## src/rtl/spi_ready_scheduler.sv

```systemverilog
// Cluster scheduler for the SPI trace uplink: raises DataReady to the host on fill
// threshold, accumulation timeout or overflow, and paces clusters with a holdoff gap.
module spi_ready_scheduler #(
    parameter int BUFFLENLOG2 = 9,
    parameter int TIMEOUT_W   = 24
) (
    input  logic                   clk,
    input  logic                   rst,
    input  logic                   Enable,
    input  logic [BUFFLENLOG2-1:0] FramesCnt,
    input  logic                   Transmitting,
    input  logic                   Overflow,
    input  logic [BUFFLENLOG2-1:0] Threshold,
    input  logic [TIMEOUT_W-1:0]   Timeout,
    input  logic [7:0]             Holdoff,
    output logic                   DataReady,
    output logic                   Urgent,
    output logic [15:0]            ClusterCount,
    output logic [15:0]            TimeoutCount,
    output logic [2:0]             State
);

    typedef enum logic [2:0] {
        ST_DISABLED = 3'd0,
        ST_EMPTY    = 3'd1,
        ST_ACCUM    = 3'd2,
        ST_READY    = 3'd3,
        ST_BUSY     = 3'd4,
        ST_HOLDOFF  = 3'd5
    } state_t;

    state_t                 state;
    state_t                 stateNext;
    logic [TIMEOUT_W-1:0]   timer;
    logic [TIMEOUT_W-1:0]   timerNext;
    logic [7:0]             holdCnt;
    logic [7:0]             holdNext;
    logic                   urgentReg;
    logic                   urgentNext;
    logic                   clusterInc;
    logic                   timeoutInc;
    logic [15:0]            clusterCnt;
    logic [15:0]            timeoutCnt;

    // Transmitting is sampled into txSample, and edges are taken against the copy
    // one clock older, so a level change sampled at edge N acts at edge N+1.
    logic                   txSample;
    logic                   txPrev;
    logic                   txRise;
    logic                   txFall;

    logic [BUFFLENLOG2-1:0] effThreshold;
    logic                   thresholdMet;
    logic                   frameAvail;

    assign txRise       = txSample & ~txPrev;
    assign txFall       = ~txSample & txPrev;
    assign effThreshold = (Threshold == '0) ? BUFFLENLOG2'(1) : Threshold;
    assign thresholdMet = (FramesCnt >= effThreshold);
    assign frameAvail   = (FramesCnt != '0);

    always_ff @(posedge clk or posedge rst) begin
        if (rst) begin
            state      <= ST_DISABLED;
            timer      <= '0;
            holdCnt    <= '0;
            urgentReg  <= 1'b0;
            clusterCnt <= '0;
            timeoutCnt <= '0;
            txSample   <= 1'b0;
            txPrev     <= 1'b0;
        end else begin
            state     <= stateNext;
            timer     <= timerNext;
            holdCnt   <= holdNext;
            urgentReg <= urgentNext;
            txSample  <= Transmitting;
            txPrev    <= txSample;
            if (clusterInc) begin
                clusterCnt <= clusterCnt + 16'd1;
            end
            if (timeoutInc && (timeoutCnt != 16'hFFFF)) begin
                timeoutCnt <= timeoutCnt + 16'd1;
            end
        end
    end

    always_comb begin
        stateNext  = state;
        timerNext  = timer;
        holdNext   = holdCnt;
        urgentNext = urgentReg;
        clusterInc = 1'b0;
        timeoutInc = 1'b0;

        if (Overflow && (state != ST_DISABLED)) begin
            urgentNext = 1'b1;
        end

        if (!Enable && (state != ST_BUSY)) begin
            stateNext = ST_DISABLED;
        end else begin
            case (state)
                ST_DISABLED: begin
                    stateNext = ST_EMPTY;
                end

                ST_EMPTY: begin
                    if (txRise) begin
                        stateNext  = ST_BUSY;
                        clusterInc = 1'b1;
                        urgentNext = 1'b0;
                    end else if (frameAvail) begin
                        stateNext = ST_ACCUM;
                        timerNext = Timeout;
                    end
                end

                ST_ACCUM: begin
                    if (txRise) begin
                        stateNext  = ST_BUSY;
                        clusterInc = 1'b1;
                        urgentNext = 1'b0;
                    end else if (!frameAvail) begin
                        stateNext = ST_EMPTY;
                    end else if (urgentReg || thresholdMet) begin
                        stateNext = ST_READY;
                    end else if ((Timeout != '0) && (timer == TIMEOUT_W'(1))) begin
                        stateNext  = ST_READY;
                        timeoutInc = 1'b1;
                    end else if (timer != '0) begin
                        timerNext = timer - TIMEOUT_W'(1);
                    end
                end

                ST_READY: begin
                    if (txRise) begin
                        stateNext  = ST_BUSY;
                        clusterInc = 1'b1;
                        urgentNext = 1'b0;
                    end
                end

                ST_BUSY: begin
                    // A disable during a cluster only takes effect once the sender lets go.
                    if (txFall) begin
                        if (!Enable) begin
                            stateNext = ST_DISABLED;
                        end else if (Holdoff != 8'd0) begin
                            stateNext = ST_HOLDOFF;
                            holdNext  = Holdoff;
                        end else if (frameAvail) begin
                            stateNext = ST_ACCUM;
                            timerNext = Timeout;
                        end else begin
                            stateNext = ST_EMPTY;
                        end
                    end
                end

                ST_HOLDOFF: begin
                    if (holdCnt != 8'd0) begin
                        holdNext = holdCnt - 8'd1;
                    end
                    if (txRise) begin
                        stateNext  = ST_BUSY;
                        clusterInc = 1'b1;
                        urgentNext = 1'b0;
                    end else if (holdCnt == 8'd1) begin
                        if (frameAvail) begin
                            stateNext = ST_ACCUM;
                            timerNext = Timeout;
                        end else begin
                            stateNext = ST_EMPTY;
                        end
                    end
                end

                default: begin
                    stateNext = ST_DISABLED;
                end
            endcase
        end
    end

    assign DataReady    = (state == ST_READY);
    assign Urgent       = urgentReg;
    assign ClusterCount = clusterCnt;
    assign TimeoutCount = timeoutCnt;
    assign State        = state;

endmodule

```

## config.mk

```make
export PLATFORM = sky130hd
export DESIGN_NAME = spi_ready_scheduler
export DESIGN_NICKNAME = d
export VERILOG_FILES = /design/src/rtl/spi_ready_scheduler.sv
export SDC_FILE = /design/constraint.sdc
export NUM_CORES = 1
export LEC_CHECK = 0
export ABC_AREA = 1
export BUFFER_PORTS_ARGS = -buffer_cell sky130_fd_sc_hd__buf_2
export CAP_MARGIN = 20
export CORE_MARGIN = 4
export CORE_UTILIZATION = 58
export CTS_BUF_LIST = sky130_fd_sc_hd__clkbuf_8
export DETAILED_ROUTE_END_ITERATION = 16
export GPL_ROUTABILITY_DRIVEN = 0
export PLACE_DENSITY = 0.83
export SLEW_MARGIN = 10
export SYNTH_ARGS = -nofsm -noshare
export SYNTH_HDL_FRONTEND = slang
export SYNTH_SLANG_ARGS = --single-unit
```

## constraint.sdc

```tcl
create_clock -name clk -period 2.3 [get_ports clk]
set_input_delay 0.115 -clock clk [delete_from_list [all_inputs] [get_ports clk]]
set_output_delay 0.115 -clock clk [all_outputs]
set_load 0.005 [all_outputs]
```

==> results.txt, run 1 <==
The post-placement worst setup slack came out at 0.2173 ns. The data arrival at the endpoint of the critical path is 2.31 ns. The number of buffers added by the clock tree synthesis step came out at 9. In this run, the number of DRC markers left after iteration 0 of detailed routing was 226. The y dimension of the die came out at 100.7 microns. The detailed-route vias per instance came out at 5.360. The sequential element share of the synthesized area came out at roughly a third. The synthesized design contains 70 register bits. The clock period could shrink to 2.070 ns. The count of final max-slew check failures came out at 0. Routed signal wires occupy layers up through met4.

Including well taps, the total number of placed cells is around 950. Summing all non-filler instances in the final layout gives an area of 5798 sq um. The number of global-route vias before repair is 4864. The worst setup path is launched from a register. The synthesized area per cell is 6.604 sq um. The worst hold-check path type is in2reg. The leftover overflow at the end of global routing is 0.

The number of distinct standard cells referenced by the synthesized netlist is 37. The number of placed I/O pins is 92. The clock-pin transition on the worst setup and hold timing paths came out at 0.08 ns. The residual antenna-violating net count after detailed routing came out at 0. The final non-filler cell total came out at about 960. The total chip power is 5.452 mW. The core box area came out at approximately 8300 sq um. The largest fanout of any net on the critical path came out at 8. Setup repair after global routing left no endpoint under its margin. The count of unresolved DRC violations after routing came out at 0. The detailed-placement wirelength estimate is 9.451 mm. The starting density of the core is 60.08%. The fraction of final layout cells with drive strength greater than 1 is 16.41%. The total number of yosys warnings is 0.

At the pin with the least slew margin, the transition time is 0.8355 ns. The insertion delay of the later-clocked pin in the worst-skew pair came out at about 0.35 ns. The largest voltage drop on the vdd net came out at 669.5 uV.

The max capacitance violation total is 0. The fill cell total of the finished layout came out at between 700 and 800. The number of buffers inserted by post-CTS setup repair is 0. The floorplan die area is 10140 sq um. The largest clock skew in the final design is 0.007436 ns. The total number of vias is between 5k and 6k. The length of routed wiring on met1 is 5.327 mm. The root cell of the clock tree is sky130_fd_sc_hd__clkbuf_8.

The final setup slack of the worst path came out at roughly 0.23 ns. The number of antenna diodes in the final layout is 0. The initial antenna violation count is 0. The wire length on met2 is 6.157 mm.

Setup violations remaining at the end of the flow were counted as 0. Leaving out fill and tap cells, the most frequent cell in the layout is sky130_fd_sc_hd__nand2_1. The overall fraction of global-route tracks in use is 25.15%. For this design the static power due to leakage is ~3.1 nW. The power density of the placed cells came out at ~940 nW/um^2. The required time of the critical path came out at 2.54 ns. In the layout the commonest cells are 239 x sky130_fd_sc_hd__nand2_1, 113 x sky130_fd_sc_hd__nor2_1, 91 x sky130_fd_sc_hd__buf_2, 85 x sky130_fd_sc_hd__inv_1, 70 x sky130_fd_sc_hd__dfrtp_1. The largest net degree at the start of global routing is 41. The detailed-routing iteration count for the pre-antenna-repair pass is 5. After detailed routing, the total wire length is 12.43 mm.

The final cell utilization of the core came out at between 60% and 70%. TritonCTS built the clock tree. The capturing element type of the critical path is a register. The count of standard-cell rows is 33.

The number of endpoints with negative hold slack in the final report is 0. The flow ran to the end, and the final reports show no timing, DRC or antenna violations. Counting every instance in the synthesized netlist gives 755. The wire length of the first global-routing pass came out at 21.07 mm. The floorplan die width came out at 100.7 microns.

The headroom to the max-slew limit is 44.24%. The amount of wire on met3 after detailed routing came out at 645 microns. The count of buffers from port buffering is 91. The final clock period utilization by the worst path is 89.99%. The number of levels in the clock H-tree came out at 3. The total negative slack is 0 ns.

The netlist area before placement is approximately 5000 sq um. Once placement finished, the instance area stood at ~5600 sq um. The number of buffers between clock root and the deepest sink came out at 2. Synthesis produced a netlist with a net count of 825. On the final layout, the worst hold slack is 0.05258 ns. The highest clock frequency the design can meet came out at about 480 MHz. The worst setup path is of the reg2reg kind.

The layout net count is 924. The count of clock tree sinks is 70. The average wire per standard cell is 12.89 microns. Compared with the post-synthesis result, the final layout area differs by 16.29%.
synth_stat cells:
cell                       instances  area [sq um]
sky130_fd_sc_hd__nand3b_2          1         11.26
sky130_fd_sc_hd__a31oi_1           4         25.02
sky130_fd_sc_hd__nor3_1           14         70.07
sky130_fd_sc_hd__inv_1            86         322.8
sky130_fd_sc_hd__nor4_1            1         6.260
sky130_fd_sc_hd__nor2_4            2         22.52
sky130_fd_sc_hd__buf_6             4         45.04
sky130_fd_sc_hd__o21ai_0          31         155.2
sky130_fd_sc_hd__nor2_1          114         427.9
sky130_fd_sc_hd__o21ai_1           9         45.04
sky130_fd_sc_hd__xnor2_1           6         52.55
sky130_fd_sc_hd__nor3_2            2         20.02
sky130_fd_sc_hd__inv_2             4         15.01
sky130_fd_sc_hd__clkbuf_1          3         11.26
sky130_fd_sc_hd__nor3_4            1         16.27
sky130_fd_sc_hd__dfrtp_1          70          1752
sky130_fd_sc_hd__nand3b_1          7         52.55
sky130_fd_sc_hd__nand4_1          14         87.58
sky130_fd_sc_hd__nor4b_1           1         8.760
sky130_fd_sc_hd__nand3_1          65         325.3
sky130_fd_sc_hd__xor2_1           15         131.4
sky130_fd_sc_hd__nand2_2           5         31.28
sky130_fd_sc_hd__buf_4             3         22.52
sky130_fd_sc_hd__ha_1             15         187.7
sky130_fd_sc_hd__o21bai_1          2         15.01
sky130_fd_sc_hd__o22ai_1           2         12.51
sky130_fd_sc_hd__a32oi_1           1         8.760
sky130_fd_sc_hd__a21oi_1          20         100.1
sky130_fd_sc_hd__o211ai_1          1         7.510
sky130_fd_sc_hd__nor2_2            2         12.51
sky130_fd_sc_hd__nand2_1         239         897.1
sky130_fd_sc_hd__buf_2             5         25.02
sky130_fd_sc_hd__nand3_4           1         17.52
sky130_fd_sc_hd__a22oi_1           1         7.510
sky130_fd_sc_hd__or2_2             1         6.260
sky130_fd_sc_hd__a31o_2            1         8.760
sky130_fd_sc_hd__nand2_4           2         22.52
registers in the layout, indices dropped and copies added (netlist names):
register      cells
txSample          1
txPrev            1
TimeoutCount     16
timer            24
ClusterCount     16
holdCnt           8
State             3
Urgent            1
worst paths after layout:
path / startpoint / end / slack, ns / cells past startpoint
min reg2reg: txSample / txPrev / 0.41 / 0
max in group asynchronous: rst / timer[14] / 1.24 / 4
max: State[0] / ClusterCount[12] / 0.23 / 7
min in group asynchronous: rst / ClusterCount[15] / 0.40 / 3
min: Holdoff[1] / holdCnt[1] / 0.05 / 3
max reg2reg: State[0] / ClusterCount[12] / 0.23 / 7
kinds of logic (layout without fill, tap and decap cells):
group	count (synthesis)	after routing	share of synthesized area, %
adder cells (fa/ha/maj)	15	15	3.764
AND/OR/NAND/NOR	472	472	40.83
XOR/XNOR	21	21	3.689
buffers and inverters	105	209	8.858
AO/OA/AOI/OAI	72	72	7.729
flip-flops	70	70	35.13
power by group:
| part | switching (mW) | leakage [nW] | internal [mW] |
|---|---|---|---|
| Combinational | 1.56 | 2.12 | 0.864 |
| Sequential | 0.403 | 0.906 | 1.57 |
| Clock | 0.519 | 0.103 | 0.537 |
cell type report:
| cell class | instances | area [sq um] | area share, % |
|---|---|---|---|
| Multi-Input combinational cell | 580 | 2795 | 48.21 |
| Sequential cell | 70 | 1752 | 30.21 |
| Timing Repair Buffer | 103 | 575.6 | 9.927 |
| Inverter | 90 | 337.8 | 5.827 |
| Clock buffer | 10 | 137.6 | 2.374 |
| Tap cell | 105 | 131.4 | 2.266 |
| Clock inverter | 6 | 68.82 | 1.187 |
per-layer routing:
layer  global-route usage, %  up-vias
li1                        -     2600
met1                   31.99     2388
met2                   43.34      149
met3                   4.083       30
met4                   8.497        0
met5                       0        -
worst max-delay path, stage by stage (launching register included):
cell	delay, ns
sky130_fd_sc_hd__dfrtp_1	0.48
sky130_fd_sc_hd__nor2_1	0.31
sky130_fd_sc_hd__nand2_2	0.13
sky130_fd_sc_hd__nand2_2	0.15
sky130_fd_sc_hd__nand3_1	0.29
sky130_fd_sc_hd__nor3_1	0.32
sky130_fd_sc_hd__nand3_1	0.13
sky130_fd_sc_hd__xnor2_1	0.14
repair_timing:
item	4_1_cts	5_1_grt
hold buffers	2	0
gates resized for setup	0	1
setup endpoints to repair	0	2
endpoints found under the hold margin	31	0
Note: power is estimated with default switching activity, not from simulation.
==> inputs of run 2 (changes only) <==
SETUP_SLACK_MARGIN = 0.3   (was not set)
clock period = 2.1 ns   (was 2.3 ns; I/O delays follow)
==> run 2 against run 1 <==
Net effect:
- via count up 11%
- combinational power up 55%
- clock-buffer cell count down 1
- fmax is 12% higher
- sequential power rose by 13%
- critical endpoint is now timer[13]
- highest routed layer unchanged
==> results.txt, run 2 (synthesized netlist as in run 1, its figures left out) <==
The flow ran to the end, and the final reports show no timing, DRC or antenna violations. The data arrival at the endpoint of the critical path came out at 2.14 ns (-0.17 ns). The wire length of the first global-routing pass was 22.68 mm (+7.6%).

The headroom to the max-slew limit is 53.79% (+9.6 points). The minimum hold slack was 0.02083 ns (-0.03175 ns). The top cell types in the final layout, fill and taps aside, are 222 x sky130_fd_sc_hd__nand2_1, 91 x sky130_fd_sc_hd__buf_2, 90 x sky130_fd_sc_hd__nor2_1, 78 x sky130_fd_sc_hd__inv_1, 61 x sky130_fd_sc_hd__nand3_1. The largest voltage drop on the vdd net came out at 573.7 uV (-14%).

The root cell of the clock tree is sky130_fd_sc_hd__clkbuf_8. The final non-filler cell total is 1010 (+4.8%). The y dimension of the die is 100.7 microns (unchanged).

The largest net degree at the start of global routing came out at 41 (unchanged). The final setup slack of the worst path is 0.2542 ns (+0.02398 ns). The number of global-route vias before repair is 5320 (+9.4%). The wire length after detailed routing came out at 15.20 mm (+22%). The insertion delay of the later-clocked pin in the worst-skew pair came out at 0.36 ns (about the same). The number of buffers added by the clock tree synthesis step came out at 9 (unchanged). The initial antenna violation count is 0 (unchanged). The clock period minus final worst setup slack came out at 1.846 ns (-0.2240 ns). The count of final max-slew check failures came out at 0 (unchanged). The final cell utilization of the core is 78.40% (+8.5 points). The worst hold-check path type is in2reg.

The antenna diode instance count came to 0 (unchanged). The cell total after placement is 952 (+0.63%). The leftover overflow at the end of global routing is 0 (unchanged).

The detailed-routing iteration count for the pre-antenna-repair pass is 5 (unchanged). The max capacitance violation total is 0 (unchanged). The static leakage is 3.389 nW (+8.3%). The area of all placed cells without fillers was 6506 sq um (+12%). More flip-flops sit in one register than any other, and that register is timer. The residual antenna-violating net count after detailed routing is 0 (unchanged).

The largest clock skew in the final design is 0.01739 ns (+0.009951 ns). The count of clock tree sinks came out at 70 (unchanged). The detailed-placement wirelength estimate is 9.664 mm (+2.3%). The starting density of the core came out at 60.08% (unchanged). The required time of the critical path is 2.39 ns (-0.15 ns). The number of levels in the clock H-tree came out at 3 (unchanged). The fraction of final layout cells with drive strength greater than 1 came to 28.40% (+12 points). The core box area is 8299 sq um (unchanged). The worst setup path is of the reg2reg kind.

The layout net count was 970 (+5.0%). The number of placed I/O pins came out at 92 (unchanged). The detailed-route vias per instance is 5.700 (+6.3%). The number of DRC markers after the initial detailed-route iteration is 451 (+100%).

The largest fanout of any net on the critical path came out at 7 (-1). The worst setup path is captured at a register. The number of endpoints with negative hold slack in the final report is 0 (unchanged). The library cell used most frequently in the layout, excluding fill and tap cells, is sky130_fd_sc_hd__nand2_1. The total negative slack came to 0 ns (unchanged). The overall fraction of global-route tracks in use came out at 27.27% (+2.1 points).

The flip-flop count of the largest register after layout is 24 (unchanged). Setup repair after global routing could not meet its margin everywhere. The post-synthesis to final-layout area growth is 30.49%. The final clock period utilization by the worst path came out at 87.89% (-2.1 points). The slew at the pin closest to its max-slew limit was 0.6917 ns (-0.1438 ns). TritonCTS built the clock tree.

The average wire per standard cell is 15.05 microns (+17%). The floorplan die width came out at 100.7 microns (unchanged). The power density of the placed cells came out at 1095 nW/um^2 (+16%). The count of standard-cell rows came out at 33 (unchanged). The final setup violation count came to 0 (unchanged). The total number of vias came to 5757 (+11%). The post-placement worst setup slack is 0.02743 ns (-0.1899 ns). The count of unresolved DRC violations after routing came out at 0 (unchanged). The floorplan die area came out at 10140 sq um (unchanged). The clock-pin transition on the worst setup and hold timing paths is 0.09 ns (about the same). The highest clock frequency the design can meet is 541.8 MHz (+12%). The total chip power came out at 7.121 mW (+31%).

The number of buffers between clock root and the deepest sink came out at 2 (unchanged). STA classifies the critical path startpoint as a register. The placed cell area came out at 5605 sq um (+0.65%). The count of buffers from port buffering is 91 (unchanged).
[run 2: cell count changes in the layout (fill, tap and decap cells not counted), sizes merged]
cell	change
clkinv	-1
buf	+43
nand3	+1
clkinvlp	+3
[run 2: path summary, 6_finish.rpt]
kind | cells past startpoint | startpoint | slack, ns | end
setup / recovery | 12 | timer[20] | 0.25 | timer[13]
hold / removal | 3 | Overflow | 0.02 | Urgent
setup reg to reg | 12 | timer[20] | 0.25 | timer[13]
hold reg to reg | 0 | txSample | 0.40 | txPrev
max in group asynchronous | 4 | rst | 1.05 | timer[12]
min in group asynchronous | 3 | rst | 0.40 | ClusterCount[2]
[run 2: cell type report]
class / instances / area [sq um]
clock inverters: 7 / 72.57
multi-input cells: 581 / 3099
flip-flops and latches: 70 / 1767
well taps: 105 / 131.4
repair buffers: 147 / 957.2
repair inverters: 1 / 7.507
clock buffers: 9 / 123.9
inverters: 90 / 347.8
fillers: 581 / 1793
[run 2: worst max-delay path: stages, from the launching register on]
cell	delay, ns
sky130_fd_sc_hd__dfrtp_1	0.43
sky130_fd_sc_hd__nor2_1	0.15
sky130_fd_sc_hd__nand2_1	0.14
sky130_fd_sc_hd__nor2_4	0.20
sky130_fd_sc_hd__nand3_4	0.11
sky130_fd_sc_hd__inv_2	0.07
sky130_fd_sc_hd__nand2_2	0.09
sky130_fd_sc_hd__nand3b_4	0.10
sky130_fd_sc_hd__nand2_4	0.08
sky130_fd_sc_hd__nand2_8	0.12
sky130_fd_sc_hd__clkbuf_16	0.15
sky130_fd_sc_hd__nand2_1	0.05
sky130_fd_sc_hd__nand2_1	0.08
[run 2: routing by layer]
metal,up-vias,part of all wire [%],track usage [%]
li1,2703,-,-
met1,2653,37,32.93
met2,334,51,48.61
met3,67,9.6,5.260
met4,0,3.0,8.808
met5,-,0,0
[run 2: power by group]
| part | total [mW] | internal [mW] | switching (mW) |
|---|---|---|---|
| Sequential | 2.23 | 1.74 | 0.486 |
| Clock | 1.14 | 0.554 | 0.591 |
| Combinational | 3.75 | 1.51 | 2.24 |
[run 2: repair_timing]
item | in CTS | in global routing
hold buffers | 2 | 0
gates cloned | 2 | 2
gates resized for setup | 31 | 80
buffers inserted | 16 | 20
endpoints found under the hold margin | 31 | 0
pin swaps | 8 | 25
setup endpoints to repair | 49 | 58
==> inputs of run 3 (changes only) <==
HOLD_SLACK_MARGIN = 0.08   (was not set)
==> run 3 against run 2 <==
Net effect:
- non-clock buffer count is 3 higher
- cell count is 0.30% higher
- largest cell class unchanged
- design area is 0.50% higher
- critical endpoint unchanged
==> results.txt, run 3 (synthesized netlist as in run 1, its figures left out) <==
Relative to the synthesized area, the layout overhead comes to 31.14%. The run finished with clean final reports. In this run the clock root is driven by a sky130_fd_sc_hd__clkbuf_8. The count of clock tree sinks is 70 (unchanged). Setup repair after global routing could not meet its margin everywhere. The number of levels in the clock H-tree was 3 (unchanged).

The startpoint of the most critical setup path is timer[20]. The critical-path cell with the highest stage delay is sky130_fd_sc_hd__dfrtp_1. The clock period minus final worst setup slack was 1.850 ns (+0.003982 ns). The number of buffers between clock root and the deepest sink is 2 (unchanged).

The minimum setup slack among reg-to-reg paths came out at 0.25 ns (about the same). The static leakage was 3.402 nW (+0.37%). The final non-filler cell total came out at 1013 (+0.30%). The detailed-routing iteration count for the pre-antenna-repair pass came to 7 (+2). In this run the critical register-to-register path is captured at timer[13]. The detailed-route vias per instance is 5.714 (+0.24%). The detailed-placement wirelength estimate came to 9.664 mm (unchanged). The min-delay analysis places its worst path in the category in2reg.

The critical path's most frequent cell is sky130_fd_sc_hd__nand2_1. The worst hold path cell count is 5 (+2). The insertion delay of the later-clocked pin in the worst-skew pair was 0.36 ns (about the same). The number of global-route vias before repair is 5336 (+0.30%). The floorplan die area is 10140 sq um (unchanged). The largest voltage drop on the vdd net came to 579.2 uV (+0.96%). The starting density of the core is 60.08% (unchanged). The cell total after placement is 952 (unchanged). The count of standard-cell rows came out at 33 (unchanged). The delay of the slowest critical-path stage is 0.43 ns (about the same). The signal on the critical path passes through nor2_1 > nand2_1 > nor2_4 > nand3_4 > inv_2 > nand2_2 > nand3b_4 > nand2_4 > nand2_8 > clkbuf_16 > nand2_1 > nand2_1. The fill cell total of the finished layout is 576 (-0.86%). The largest clock skew in the final design came out at 0.01627 ns (-0.001118 ns).

The sequential cell area was 1767 sq um (unchanged). The total number of vias came out at 5788 (+0.54%). The clock-pin transition on the worst setup and hold timing paths came to 0.09 ns (about the same).

The number of cells traversed by the worst register-to-register path is 12 (unchanged). The count of final max-slew check failures came out at 0 (unchanged). The headroom to the max-slew limit is 54.46% (+0.67 points).

The layout net count is 973 (+0.31%). The worst setup path is captured at a register. The library cell used most frequently in the layout, excluding fill and tap cells, is sky130_fd_sc_hd__nand2_1.

The power density of the placed cells came out at 1091 nW/um^2 (-0.32%). The initial antenna violation count is 0 (unchanged). The required time of the critical path is 2.39 ns (about the same). The y dimension of the die came out at 100.7 microns (unchanged). The flip-flop count of the largest register after layout came out at 24 (unchanged). The largest net degree at the start of global routing is 41 (unchanged). The residual antenna-violating net count after detailed routing came to 0 (unchanged). The worst register-to-register path begins at timer[20]. The most critical setup path has its endpoint at timer[13]. The library cells used most frequently in the layout, excluding fill and tap cells, are 222 x sky130_fd_sc_hd__nand2_1, 91 x sky130_fd_sc_hd__buf_2, 89 x sky130_fd_sc_hd__nor2_1, 78 x sky130_fd_sc_hd__inv_1, 61 x sky130_fd_sc_hd__nand3_1. The count of buffers from port buffering came out at 91 (unchanged). The final clock period utilization by the worst path is 88.08% (+0.19 points). The max capacitance violation total is 0 (unchanged). The final setup violation count came out at 0 (unchanged). The number of buffers added by the clock tree synthesis step is 9 (unchanged). The multi-input combinational cell area came out at 3102 sq um (about the same). The number of endpoints with negative hold slack in the final report came out at 0 (unchanged).

STA classifies the critical path startpoint as a register. The wire length after detailed routing is 15.29 mm (+0.63%). The antenna diode instance count was 0 (unchanged).

The highest clock frequency the design can meet is 540.6 MHz (-0.22%). The critical path class is reg2reg. The clock tree from TritonCTS is built.

The largest fanout of any net on the critical path is 7 (unchanged). The wire length of the first global-routing pass came out at 22.75 mm (+0.30%). The register with the highest flop count is timer. The leftover overflow at the end of global routing is 0 (unchanged). The total negative slack was 0 ns (unchanged).

The number of DRC markers after the initial detailed-route iteration came to 393 (-13%). The count of unresolved DRC violations after routing came out at 0 (unchanged). The number of placed I/O pins is 92 (unchanged). The floorplan die width is 100.7 microns (unchanged). The final cell utilization of the core came out at 78.79% (+0.39 points). The average wire per standard cell came out at 15.10 microns (+0.33%). The core box area came out at 8299 sq um (unchanged). The total chip power came out at 7.134 mW (+0.18%). The slew at the pin closest to its max-slew limit came out at 0.6817 ns (-0.01001 ns). The data arrival at the endpoint of the critical path is 2.14 ns (about the same). The fraction of final layout cells with drive strength greater than 1 is 28.41% (about the same). The overall fraction of global-route tracks in use was 27.34% (+0.073 points).
run 3: cell types whose count changed in the layout (fill, tap and decap cells not counted), sizes merged:
cell | before | now
dlygate4sd3 | 2 | 5
run 3: layout make-up:
class,count,area share (%)
Sequential cell,70,27.02
Timing Repair Buffer,150,15.10
Clock buffer,9,1.894
Timing Repair inverter,1,0.1148
Inverter,90,5.320
Multi-Input combinational cell,581,47.44
Clock inverter,7,1.110
Tap cell,105,2.009
run 3: worst min path at each step:
stage | slack (ns) | start | to
6_report | 0.1 | Timeout[19] | timer[19]
5_1_grt | 0.11 | Timeout[19] | timer[19]
4_1_cts | 0.09 | Holdoff[4] | holdCnt[4]
3_5_place_dp | 0.22 | Transmitting | txSample
3_3_place_gp | 0.21 | Transmitting | txSample
2_1_floorplan | 0.14 | Transmitting | txSample
run 3: per-layer routing:
metal	vias to the layer above	share of wire [%]	wire length (microns)	track usage (%)
met5	-	0	0	0
met4	0	3.0	457	8.808
met3	62	9.2	1409	5.260
met2	323	51	7770	48.81
met1	2687	37	5656	32.98
li1	2716	-	-	-
run 3: metrics by stage:
step	hold WS, ns	setup slack, ns	cell area (sq um)
after floorplan	0.1364	0.3651	4990
after global placement	0.2127	0.08192	5605
after detailed placement	0.2155	0.02743	5605
after CTS	0.09087	0.2988	6091
after global routing	0.1131	0.1239	6539
final	0.09866	0.2503	6539
run 3: repair_timing:
action | CTS | global route
resized for setup | 31 | 81
pin swaps | 8 | 25
hold buffers | 5 | 0
endpoints found under the setup margin | 49 | 58
gates cloned | 2 | 2
hold endpoints to repair | 34 | 0
buffers inserted | 16 | 20
run 3: power breakdown:
part / total [mW] / leakage, nW / internal, mW / switching (mW)
Sequential: 2.23 / 0.891 / 1.74 / 0.486
Combinational: 3.76 / 2.41 / 1.51 / 2.24
Clock: 1.15 / 0.101 / 0.554 / 0.598
run 3: critical path, delay by kind of cell (launching register included):
family	cells	cell delay, ns
buffers and inverters	2	0.22
flip-flops	1	0.43
AND/OR/NAND/NOR	10	1.13
